**src/rtl/pkt_word_tracker_pkg.sv**
```systemverilog
// Shared definitions for the packet word tracker: FSM state encodings and the
// helper that builds the CPU-port mask for the tuser source-port field.
package pkt_track_pkg;

  // Nonzero one-hot style encodings make the state easy to spot on a debug bus.
  typedef enum logic [2:0] {
    S_START = 3'd4,
    S_HDR   = 3'd2,
    S_DATA  = 3'd1
  } state_e;

  localparam int MAX_PORT_BITS = 64;

  // Port bits alternate MAC/CPU, so every odd bit of the field is a CPU port.
  function automatic logic [MAX_PORT_BITS-1:0] cpu_port_mask(input int num_ports);
    logic [MAX_PORT_BITS-1:0] mask;
    mask = '0;
    for (int j = 1; j < MAX_PORT_BITS; j += 2) begin
      if (j < 2 * num_ports) mask[j] = 1'b1;
    end
    return mask;
  endfunction

endpackage

```
**src/rtl/pkt_word_tracker_if.sv**
```systemverilog
// Stream-side bundle for the packet word tracker: AXI-Stream qualifiers in,
// per-beat strobes and per-packet summary out.
interface pkt_word_tracker_if #(
  parameter int C_S_AXIS_TUSER_WIDTH = 128,
  parameter int C_HDR_WORDS          = 4,
  parameter int C_IDX_WIDTH          = 8,
  parameter int C_NUM_PORTS          = 4,
  parameter int C_PKT_CNT_WIDTH      = 32
);

  logic [C_S_AXIS_TUSER_WIDTH-1:0] i_tuser;
  logic                            i_tvalid;
  logic                            i_tready;
  logic                            i_tlast;

  logic [C_HDR_WORDS-1:0]          o_hdr_word;
  logic [C_IDX_WIDTH-1:0]          o_word_idx;
  logic                            o_sop;
  logic                            o_eop;
  logic [2*C_NUM_PORTS-1:0]        o_src_port;
  logic                            o_pkt_is_from_cpu;
  logic                            o_pkt_done;
  logic [C_IDX_WIDTH-1:0]          o_pkt_len;
  logic                            o_pkt_runt;
  logic [C_PKT_CNT_WIDTH-1:0]      o_pkt_cnt;

  modport slave (
    input  i_tuser, i_tvalid, i_tready, i_tlast,
    output o_hdr_word, o_word_idx, o_sop, o_eop, o_src_port,
           o_pkt_is_from_cpu, o_pkt_done, o_pkt_len, o_pkt_runt, o_pkt_cnt
  );

  modport master (
    output i_tuser, i_tvalid, i_tready, i_tlast,
    input  o_hdr_word, o_word_idx, o_sop, o_eop, o_src_port,
           o_pkt_is_from_cpu, o_pkt_done, o_pkt_len, o_pkt_runt, o_pkt_cnt
  );

endinterface

```
**src/rtl/pkt_word_tracker_src_decode.sv**
```systemverilog
// Source-port decode: slices the port field out of tuser and flags packets
// that arrived on any CPU port.
module pkt_src_decode
  import pkt_track_pkg::*;
#(
  parameter int C_S_AXIS_TUSER_WIDTH = 128,
  parameter int C_NUM_PORTS          = 4,
  parameter int C_SRC_PORT_OFF       = 16
) (
  input  logic [C_S_AXIS_TUSER_WIDTH-1:0] tuser_i,
  output logic [2*C_NUM_PORTS-1:0]        src_port_o,
  output logic                            from_cpu_o
);

  localparam int PW = 2 * C_NUM_PORTS;
  localparam logic [MAX_PORT_BITS-1:0] CPU_MASK_ALL = cpu_port_mask(C_NUM_PORTS);
  localparam logic [PW-1:0]            CPU_MASK     = CPU_MASK_ALL[PW-1:0];

  logic unused_tuser;

  // Multiple set bits pass through untouched; from_cpu is simply their OR.
  assign src_port_o   = tuser_i[C_SRC_PORT_OFF +: PW];
  assign from_cpu_o   = |(src_port_o & CPU_MASK);
  assign unused_tuser = ^tuser_i;

endmodule

```
**src/rtl/pkt_word_tracker.sv**
```systemverilog
// Tracks AXI-Stream beats per packet: one-hot header-word strobes, word index,
// latched source port, and registered per-packet length/runt/count summary.
module pkt_word_tracker
  import pkt_track_pkg::*;
#(
  parameter int C_S_AXIS_TUSER_WIDTH = 128,
  parameter int C_HDR_WORDS          = 4,
  parameter int C_IDX_WIDTH          = 8,
  parameter int C_NUM_PORTS          = 4,
  parameter int C_SRC_PORT_OFF       = 16,
  parameter int C_PKT_CNT_WIDTH      = 32
) (
  input logic                clk,
  input logic                resetn,
  pkt_word_tracker_if.slave  bus
);

  localparam int                     PW      = 2 * C_NUM_PORTS;
  localparam logic [C_IDX_WIDTH-1:0] IDX_MAX = '1;
  localparam logic [C_IDX_WIDTH-1:0] IDX_ONE = C_IDX_WIDTH'(1);

  state_e                     state_q, state_d;
  logic [C_IDX_WIDTH-1:0]     idx_q, idx_d;
  logic [PW-1:0]              src_q, src_d;
  logic                       cpu_q, cpu_d;
  logic                       done_q;
  logic [C_IDX_WIDTH-1:0]     len_q, len_d;
  logic                       runt_q, runt_d;
  logic [C_PKT_CNT_WIDTH-1:0] cnt_q, cnt_d;

  logic                   beat;
  logic                   sop;
  logic                   eop;
  logic [C_HDR_WORDS-1:0] hdr_word;
  logic [C_IDX_WIDTH-1:0] idx_inc;
  logic                   hdr_last;
  logic                   runt_now;
  logic [PW-1:0]          dec_src;
  logic                   dec_cpu;

  pkt_src_decode #(
    .C_S_AXIS_TUSER_WIDTH (C_S_AXIS_TUSER_WIDTH),
    .C_NUM_PORTS          (C_NUM_PORTS),
    .C_SRC_PORT_OFF       (C_SRC_PORT_OFF)
  ) u_src_decode (
    .tuser_i    (bus.i_tuser),
    .src_port_o (dec_src),
    .from_cpu_o (dec_cpu)
  );

  // Gating with resetn keeps every combinational strobe at 0 while in reset.
  assign beat     = bus.i_tvalid & bus.i_tready & resetn;
  assign idx_inc  = (idx_q == IDX_MAX) ? idx_q : idx_q + IDX_ONE;
  assign hdr_last = (32'(idx_q) == C_HDR_WORDS - 1);
  assign runt_now = (32'(idx_q) + 32'd1) < 32'(C_HDR_WORDS);

  // NOTE: sequential state uses non-blocking assignments so every register
  // samples its pre-edge value, independent of process ordering.
  always_ff @(posedge clk or negedge resetn) begin
    if (!resetn) begin
      state_q <= S_START;
    end else begin
      state_q <= state_d;
    end
  end

  // NOTE: every combinational output gets a default first so no path can
  // leave it unassigned and infer a latch.
  always_comb begin
    state_d = state_q;
    case (state_q)
      S_START: if (beat && !bus.i_tlast) state_d = S_HDR;
      S_HDR: begin
        if (beat) begin
          if (bus.i_tlast)   state_d = S_START;
          else if (hdr_last) state_d = S_DATA;
        end
      end
      S_DATA:  if (beat && bus.i_tlast) state_d = S_START;
      default: state_d = S_START;
    endcase
  end

  always_comb begin
    sop      = beat && (state_q == S_START);
    eop      = beat && bus.i_tlast;
    hdr_word = '0;
    for (int k = 0; k < C_HDR_WORDS; k++) begin
      hdr_word[k] = beat && (32'(idx_q) == k);
    end
  end

  // Index saturates rather than wrapping; the eop beat restarts it at 0.
  always_comb begin
    idx_d  = idx_q;
    src_d  = src_q;
    cpu_d  = cpu_q;
    len_d  = len_q;
    runt_d = runt_q;
    cnt_d  = cnt_q;
    if (beat) idx_d = eop ? '0 : idx_inc;
    if (sop) begin
      src_d = dec_src;
      cpu_d = dec_cpu;
    end
    if (eop) begin
      len_d  = idx_inc;
      runt_d = runt_now;
      cnt_d  = cnt_q + C_PKT_CNT_WIDTH'(1);
    end
  end

  // NOTE: all registers here are plain flops, so all are cleared by reset;
  // an abandoned packet leaves nothing behind and raises no done pulse.
  always_ff @(posedge clk or negedge resetn) begin
    if (!resetn) begin
      idx_q  <= '0;
      src_q  <= '0;
      cpu_q  <= 1'b0;
      done_q <= 1'b0;
      len_q  <= '0;
      runt_q <= 1'b0;
      cnt_q  <= '0;
    end else begin
      idx_q  <= idx_d;
      src_q  <= src_d;
      cpu_q  <= cpu_d;
      done_q <= eop;
      len_q  <= len_d;
      runt_q <= runt_d;
      cnt_q  <= cnt_d;
    end
  end

  // On the sop beat the decode is forwarded directly; later beats use the latch.
  assign bus.o_hdr_word        = hdr_word;
  assign bus.o_word_idx        = idx_q;
  assign bus.o_sop             = sop;
  assign bus.o_eop             = eop;
  assign bus.o_src_port        = sop ? dec_src : src_q;
  assign bus.o_pkt_is_from_cpu = sop ? dec_cpu : cpu_q;
  assign bus.o_pkt_done        = done_q;
  assign bus.o_pkt_len         = len_q;
  assign bus.o_pkt_runt        = runt_q;
  assign bus.o_pkt_cnt         = cnt_q;

endmodule

```
**src/flat_wrapper.sv**
```systemverilog
// flat-port wrapper written by rule: the top's interface ports become plain ports
module pkt_word_tracker_flat import pkt_track_pkg::*;
#(
  parameter int C_S_AXIS_TUSER_WIDTH = 128,
  parameter int C_HDR_WORDS          = 4,
  parameter int C_IDX_WIDTH          = 8,
  parameter int C_NUM_PORTS          = 4,
  parameter int C_SRC_PORT_OFF       = 16,
  parameter int C_PKT_CNT_WIDTH      = 32
)
  (clk, resetn, bus_i_tuser, bus_i_tvalid, bus_i_tready, bus_i_tlast, bus_o_hdr_word, bus_o_word_idx, bus_o_sop, bus_o_eop, bus_o_src_port, bus_o_pkt_is_from_cpu, bus_o_pkt_done, bus_o_pkt_len, bus_o_pkt_runt, bus_o_pkt_cnt);
  pkt_word_tracker_if #(.C_S_AXIS_TUSER_WIDTH(C_S_AXIS_TUSER_WIDTH), .C_HDR_WORDS(C_HDR_WORDS), .C_IDX_WIDTH(C_IDX_WIDTH), .C_NUM_PORTS(C_NUM_PORTS), .C_PKT_CNT_WIDTH(C_PKT_CNT_WIDTH)) bus_i ();
  input logic clk;
  input logic resetn;
  input wire logic [$bits(bus_i.i_tuser)-1:0] bus_i_tuser;
  input wire logic [$bits(bus_i.i_tvalid)-1:0] bus_i_tvalid;
  input wire logic [$bits(bus_i.i_tready)-1:0] bus_i_tready;
  input wire logic [$bits(bus_i.i_tlast)-1:0] bus_i_tlast;
  output wire logic [$bits(bus_i.o_hdr_word)-1:0] bus_o_hdr_word;
  output wire logic [$bits(bus_i.o_word_idx)-1:0] bus_o_word_idx;
  output wire logic [$bits(bus_i.o_sop)-1:0] bus_o_sop;
  output wire logic [$bits(bus_i.o_eop)-1:0] bus_o_eop;
  output wire logic [$bits(bus_i.o_src_port)-1:0] bus_o_src_port;
  output wire logic [$bits(bus_i.o_pkt_is_from_cpu)-1:0] bus_o_pkt_is_from_cpu;
  output wire logic [$bits(bus_i.o_pkt_done)-1:0] bus_o_pkt_done;
  output wire logic [$bits(bus_i.o_pkt_len)-1:0] bus_o_pkt_len;
  output wire logic [$bits(bus_i.o_pkt_runt)-1:0] bus_o_pkt_runt;
  output wire logic [$bits(bus_i.o_pkt_cnt)-1:0] bus_o_pkt_cnt;
  assign bus_i.i_tuser = bus_i_tuser;
  assign bus_i.i_tvalid = bus_i_tvalid;
  assign bus_i.i_tready = bus_i_tready;
  assign bus_i.i_tlast = bus_i_tlast;
  assign bus_o_hdr_word = bus_i.o_hdr_word;
  assign bus_o_word_idx = bus_i.o_word_idx;
  assign bus_o_sop = bus_i.o_sop;
  assign bus_o_eop = bus_i.o_eop;
  assign bus_o_src_port = bus_i.o_src_port;
  assign bus_o_pkt_is_from_cpu = bus_i.o_pkt_is_from_cpu;
  assign bus_o_pkt_done = bus_i.o_pkt_done;
  assign bus_o_pkt_len = bus_i.o_pkt_len;
  assign bus_o_pkt_runt = bus_i.o_pkt_runt;
  assign bus_o_pkt_cnt = bus_i.o_pkt_cnt;
  pkt_word_tracker #(.C_S_AXIS_TUSER_WIDTH(C_S_AXIS_TUSER_WIDTH), .C_HDR_WORDS(C_HDR_WORDS), .C_IDX_WIDTH(C_IDX_WIDTH), .C_NUM_PORTS(C_NUM_PORTS), .C_SRC_PORT_OFF(C_SRC_PORT_OFF), .C_PKT_CNT_WIDTH(C_PKT_CNT_WIDTH)) u_core (.clk(clk), .resetn(resetn), .bus(bus_i));
endmodule
```
**config.mk**
```make
export PLATFORM = sky130hd
export DESIGN_NAME = pkt_word_tracker_flat
export DESIGN_NICKNAME = d
export VERILOG_FILES = /design/src/rtl/pkt_word_tracker_pkg.sv /design/src/rtl/pkt_word_tracker_if.sv /design/src/rtl/pkt_word_tracker_src_decode.sv /design/src/rtl/pkt_word_tracker.sv /design/src/flat_wrapper.sv
export SDC_FILE = /design/constraint.sdc
export NUM_CORES = 1
export LEC_CHECK = 0
export ABC_AREA = 0
export BUFFER_PORTS_ARGS = -buffer_cell sky130_fd_sc_hd__buf_2
export CAP_MARGIN = 20
export CORE_MARGIN = 3
export CORE_UTILIZATION = 38
export DETAILED_ROUTE_END_ITERATION = 16
export PLACE_DENSITY = 0.76
export SLEW_MARGIN = 15
export SYNTH_ARGS = -nofsm -noshare
export SYNTH_HDL_FRONTEND = slang
export SYNTH_SLANG_ARGS = --single-unit
```
**constraint.sdc**
```tcl
create_clock -name clk -period 1.95 [get_ports clk]
set_clock_uncertainty 0.1 [all_clocks]
set_input_delay 0.195 -clock clk [delete_from_list [all_inputs] [get_ports clk]]
set_output_delay 0.195 -clock clk [all_outputs]
set_load 0.1 [all_outputs]
```
==> results.sh <==
export IMPL_setup_violations_final=10
export IMPL_p_per_area_nw_per_um2=1060
export IMPL_vias=2599
export IMPL_critPathLaunchType="flip-flop"
export IMPL_die_w_um=95.4
export IMPL_cts_buffer_depth=2
export IMPL_ant_nets=0
export IMPL_synth_async_reset_ratio_pct=100
export IMPL_grt_pass1_wl_um=12200
export IMPL_cp_data_required_time_ns=1.65
export IMPL_routed_wl_um=7570
export IMPL_clk_latency_ns=0.34
export IMPL_cts_htree_levels=3
export IMPL_ys_top_cells_by_area="dfrtp_1 (50%), xnor2_1 (8.1%), mux2_2 (3.0%)"
export IMPL_grt_max_degree=62
export IMPL_cts_root_buf="clkbuf_8"
export IMPL_fp_dieArea_um2=9110
export IMPL_fin_cells=486
export IMPL_fin_crit_ns=2.20
export IMPL_reg2reg_depth=5
export IMPL_area_delta_synth_final_pct=41.8
export IMPL_dp_slack_ns=0.0780
export IMPL_p_total_w=0.00455
export IMPL_synth_top_area_share_pct=50.2
export IMPL_reg2reg_slack_ns=0.14
export IMPL_hold_viol=0
export IMPL_finalCritPeriodShare_pct=113
export IMPL_tightest_slew_ns=0.762
export IMPL_avgSynthCellArea_um2=10.7
export IMPL_cp_arrival_ns=1.90
export IMPL_fin_nets=520
export IMPL_syn_num_nets=421
export IMPL_p_leak_nw=2.02
export IMPL_fillers=628
export IMPL_first_pass_iters=4
export IMPL_synth_compound_area_share_pct=8.19
export IMPL_rsz0062_at_grt="yes"
export IMPL_placed_cells=459
export IMPL_synth_distinct_cells=44
export IMPL_cap_viol_max_count=0
export IMPL_netlist_instances=283
export IMPL_multi_input_area_um2=1490
export IMPL_initial_utilization_pct=40.6
export IMPL_antenna_found_initial=0
export IMPL_row_count=31
export IMPL_drive_above_1_share_pct=46.3
export IMPL_io_pins=198
export IMPL_status="complete, but fails checks"
export IMPL_synth_edf_count=0
export IMPL_drc=0
export IMPL_crit_fanout=11
export IMPL_setup_tns_ns=-2.29
export IMPL_via_per_inst=5.35
export IMPL_routabilityCongestion=0.855
export IMPL_max_freq_ghz=0.455
export IMPL_hold_class="in2reg"
export IMPL_synth_xor_xnor_area_share_pct=10.4
export IMPL_ys_seq_area_share_pct=51.1
export IMPL_numPortBuffers=77
export IMPL_slew_headroom_pct=49.2
export IMPL_core_um2=7490
export IMPL_final_setup_worst_slack_ns=-0.247
export IMPL_synth_seq_cells=62
export IMPL_yosys_most_used_dff="dfrtp_1"
export IMPL_path_clk_slew_ns=0.08
export IMPL_synth_area_um2=3040
export IMPL_failed_checks="negative setup slack"
export IMPL_grt_total_usage_pct=17.2
export IMPL_slew_violations=0
export IMPL_timing_rr_start="u_core.bus.o_word_idx[1]"
export IMPL_synth_top_family_by_area="simple AND/OR/NAND/NOR gates"
export IMPL_endpoint="bus_o_src_port[1]"
export IMPL_path_class="reg2out"
export IMPL_cts_tree="built"
export IMPL_clock_sinks=62
export IMPL_worstReg2RegEnd="u_core.bus.o_word_idx[6]"
export IMPL_startpoint="u_core.state_q[2]"
export IMPL_die_height_um=95.4
export IMPL_yosys_area_top_type="dfrtp_1"
export IMPL_regArea_um2=1640
export IMPL_dpl_hpwl_um=5320
export IMPL_antennaDiodeCount=0
export IMPL_post_route_util_pct=57.6
export IMPL_yosys_area_share_adder_pct=2.06
export IMPL_critPathCaptureType="output port"
export IMPL_drt_iter0_drc=88
export IMPL_wl_per_cell_um=15.6
export IMPL_synth_mux_area_share_pct=3.29
export IMPL_synth_warnings=0
export IMPL_overflow=0
export IMPL_synth_simple_area_share_pct=22.3
export IMPL_peakVddDrop_uv=650
export IMPL_cts_made_buffers=9
export IMPL_grt_pass1_vias=2474
-- timing repair --
action	4_1_cts	5_1_grt
hold buffers	1	0
buffers inserted	2	8
setup endpoints to repair	14	14
endpoints found under the hold margin	1	0
resized for setup	6	0
-- critical path, cell delays in order (launching register included) --
cell and delay [ns]:
dfstp_2 0.54, nand2b_1 0.05, or3_1 0.32, buf_6 0.16, mux2_4 0.32, buf_12 0.17
-- area by class of cell --
cell class,count,share of cell area [%]
clock inverter,7,2.44
tap,99,2.87
clock buffer,9,2.87
inverter,5,0.523
sequential,62,38.0
timing repair buffer,102,18.7
multi-input combinational,202,34.6
-- state kept, by name (all words and copies together) (netlist names) --
| register | flops |
|---|---|
| u_core.cpu_q | 1 |
| u_core.bus.o_pkt_len | 8 |
| u_core.bus.o_pkt_cnt | 32 |
| u_core.bus.o_word_idx | 8 |
| u_core.src_q | 8 |
| u_core.bus.o_pkt_done | 1 |
| u_core.bus.o_pkt_runt | 1 |
| u_core.state_q | 3 |
-- Yosys cell counts, types with 2 or more instances --
cell,number
and2_1,6
clkbuf_1,7
nor2_1,14
nand2_1,23
nor4_4,2
o31ai_1,4
and4_1,6
and3_1,10
dfrtp_1,61
a21oi_1,11
a31oi_1,6
nor3_1,5
a21o_1,2
nand4_1,14
inv_1,5
nand4_4,2
nand3_1,15
ha_1,5
buf_2,5
or2_2,3
nand2b_1,3
xor2_1,8
or3_1,4
mux2_2,8
o21ai_0,8
xnor2_1,28
-- layout by cell type (no fill, tap or decap), types with 2 or more instances in the layout --
| master | count |
|---|---|
| dfrtp_2 | 16 |
| or3_1 | 4 |
| o31ai_1 | 4 |
| buf_2 | 62 |
| or2_2 | 2 |
| nor2_1 | 14 |
| nand4_1 | 14 |
| xnor2_1 | 28 |
| nor3_1 | 3 |
| inv_6 | 2 |
| and2_1 | 2 |
| a21o_1 | 2 |
| a31oi_1 | 6 |
| nand2_1 | 23 |
| a21oi_1 | 11 |
| nand4_4 | 3 |
| buf_4 | 23 |
| xor2_1 | 8 |
| clkinvlp_4 | 2 |
| and3_1 | 9 |
| and2_4 | 4 |
| dfrtp_1 | 28 |
| inv_1 | 4 |
| nand3_1 | 14 |
| bufinv_16 | 2 |
| mux2_2 | 7 |
| o21ai_0 | 7 |
| nand2b_1 | 3 |
| dfrtp_4 | 17 |
| nor4_4 | 2 |
| clkbuf_8 | 9 |
| and4_1 | 6 |
| buf_12 | 15 |
| ha_1 | 3 |
| ha_4 | 2 |
-- routing by layer --
| metal | vias to the layer above | GRT usage, % | wire [um] | share of wire (%) |
|---|---|---|---|---|
| met4 | 0 | 4.62 | 54 | 0.71 |
| met2 | 91 | 25.8 | 3500 | 46 |
| met5 | - | 0 | 0 | 0 |
| li1 | 1206 | - | - | - |
| met1 | 1293 | 24.3 | 3480 | 46 |
| met3 | 9 | 5.05 | 542 | 7.2 |
-- worst min-delay path by stage --
stage                                from                       end  slack (ns)  depth (start not counted)
after floorplan                    resetn  u_core.bus.o_pkt_cnt[11]       -0.20                          0
after global placement             resetn  u_core.bus.o_word_idx[4]        0.06                          2
after detailed placement           resetn  u_core.bus.o_word_idx[4]        0.07                          2
after CTS                 bus_i_tuser[17]           u_core.src_q[1]        0.03                          2
after global routing      bus_i_tuser[16]           u_core.src_q[0]        0.03                          2
final                     bus_i_tuser[17]           u_core.src_q[1]        0.05                          2
-- per-stage QoR --
step           cell area (um2)  hold slack [ns]
6_report                  4310           0.0466
5_1_grt                   4310           0.0344
4_1_cts                   4250           0.0260
3_5_place_dp              3970           0.0697
3_3_place_gp              3970           0.0628
2_1_floorplan             3210           -0.201
-- power breakdown --
part | switching [W] | total, W | internal (W)
combinational | 0.00126 | 0.00167 | 0.000410
sequential | 0.000138 | 0.00158 | 0.00144
clock | 0.000562 | 0.00130 | 0.000739
total | 0.00196 | 0.00455 | 0.00259
-- kinds of logic after synthesis --
logic type	after synthesis
simple gates	113
flops	62
compound gates	39
xor+xnor	36
buf+inv	19
mux	9
fa+ha+maj	5
(Power assumes the default switching activity.)
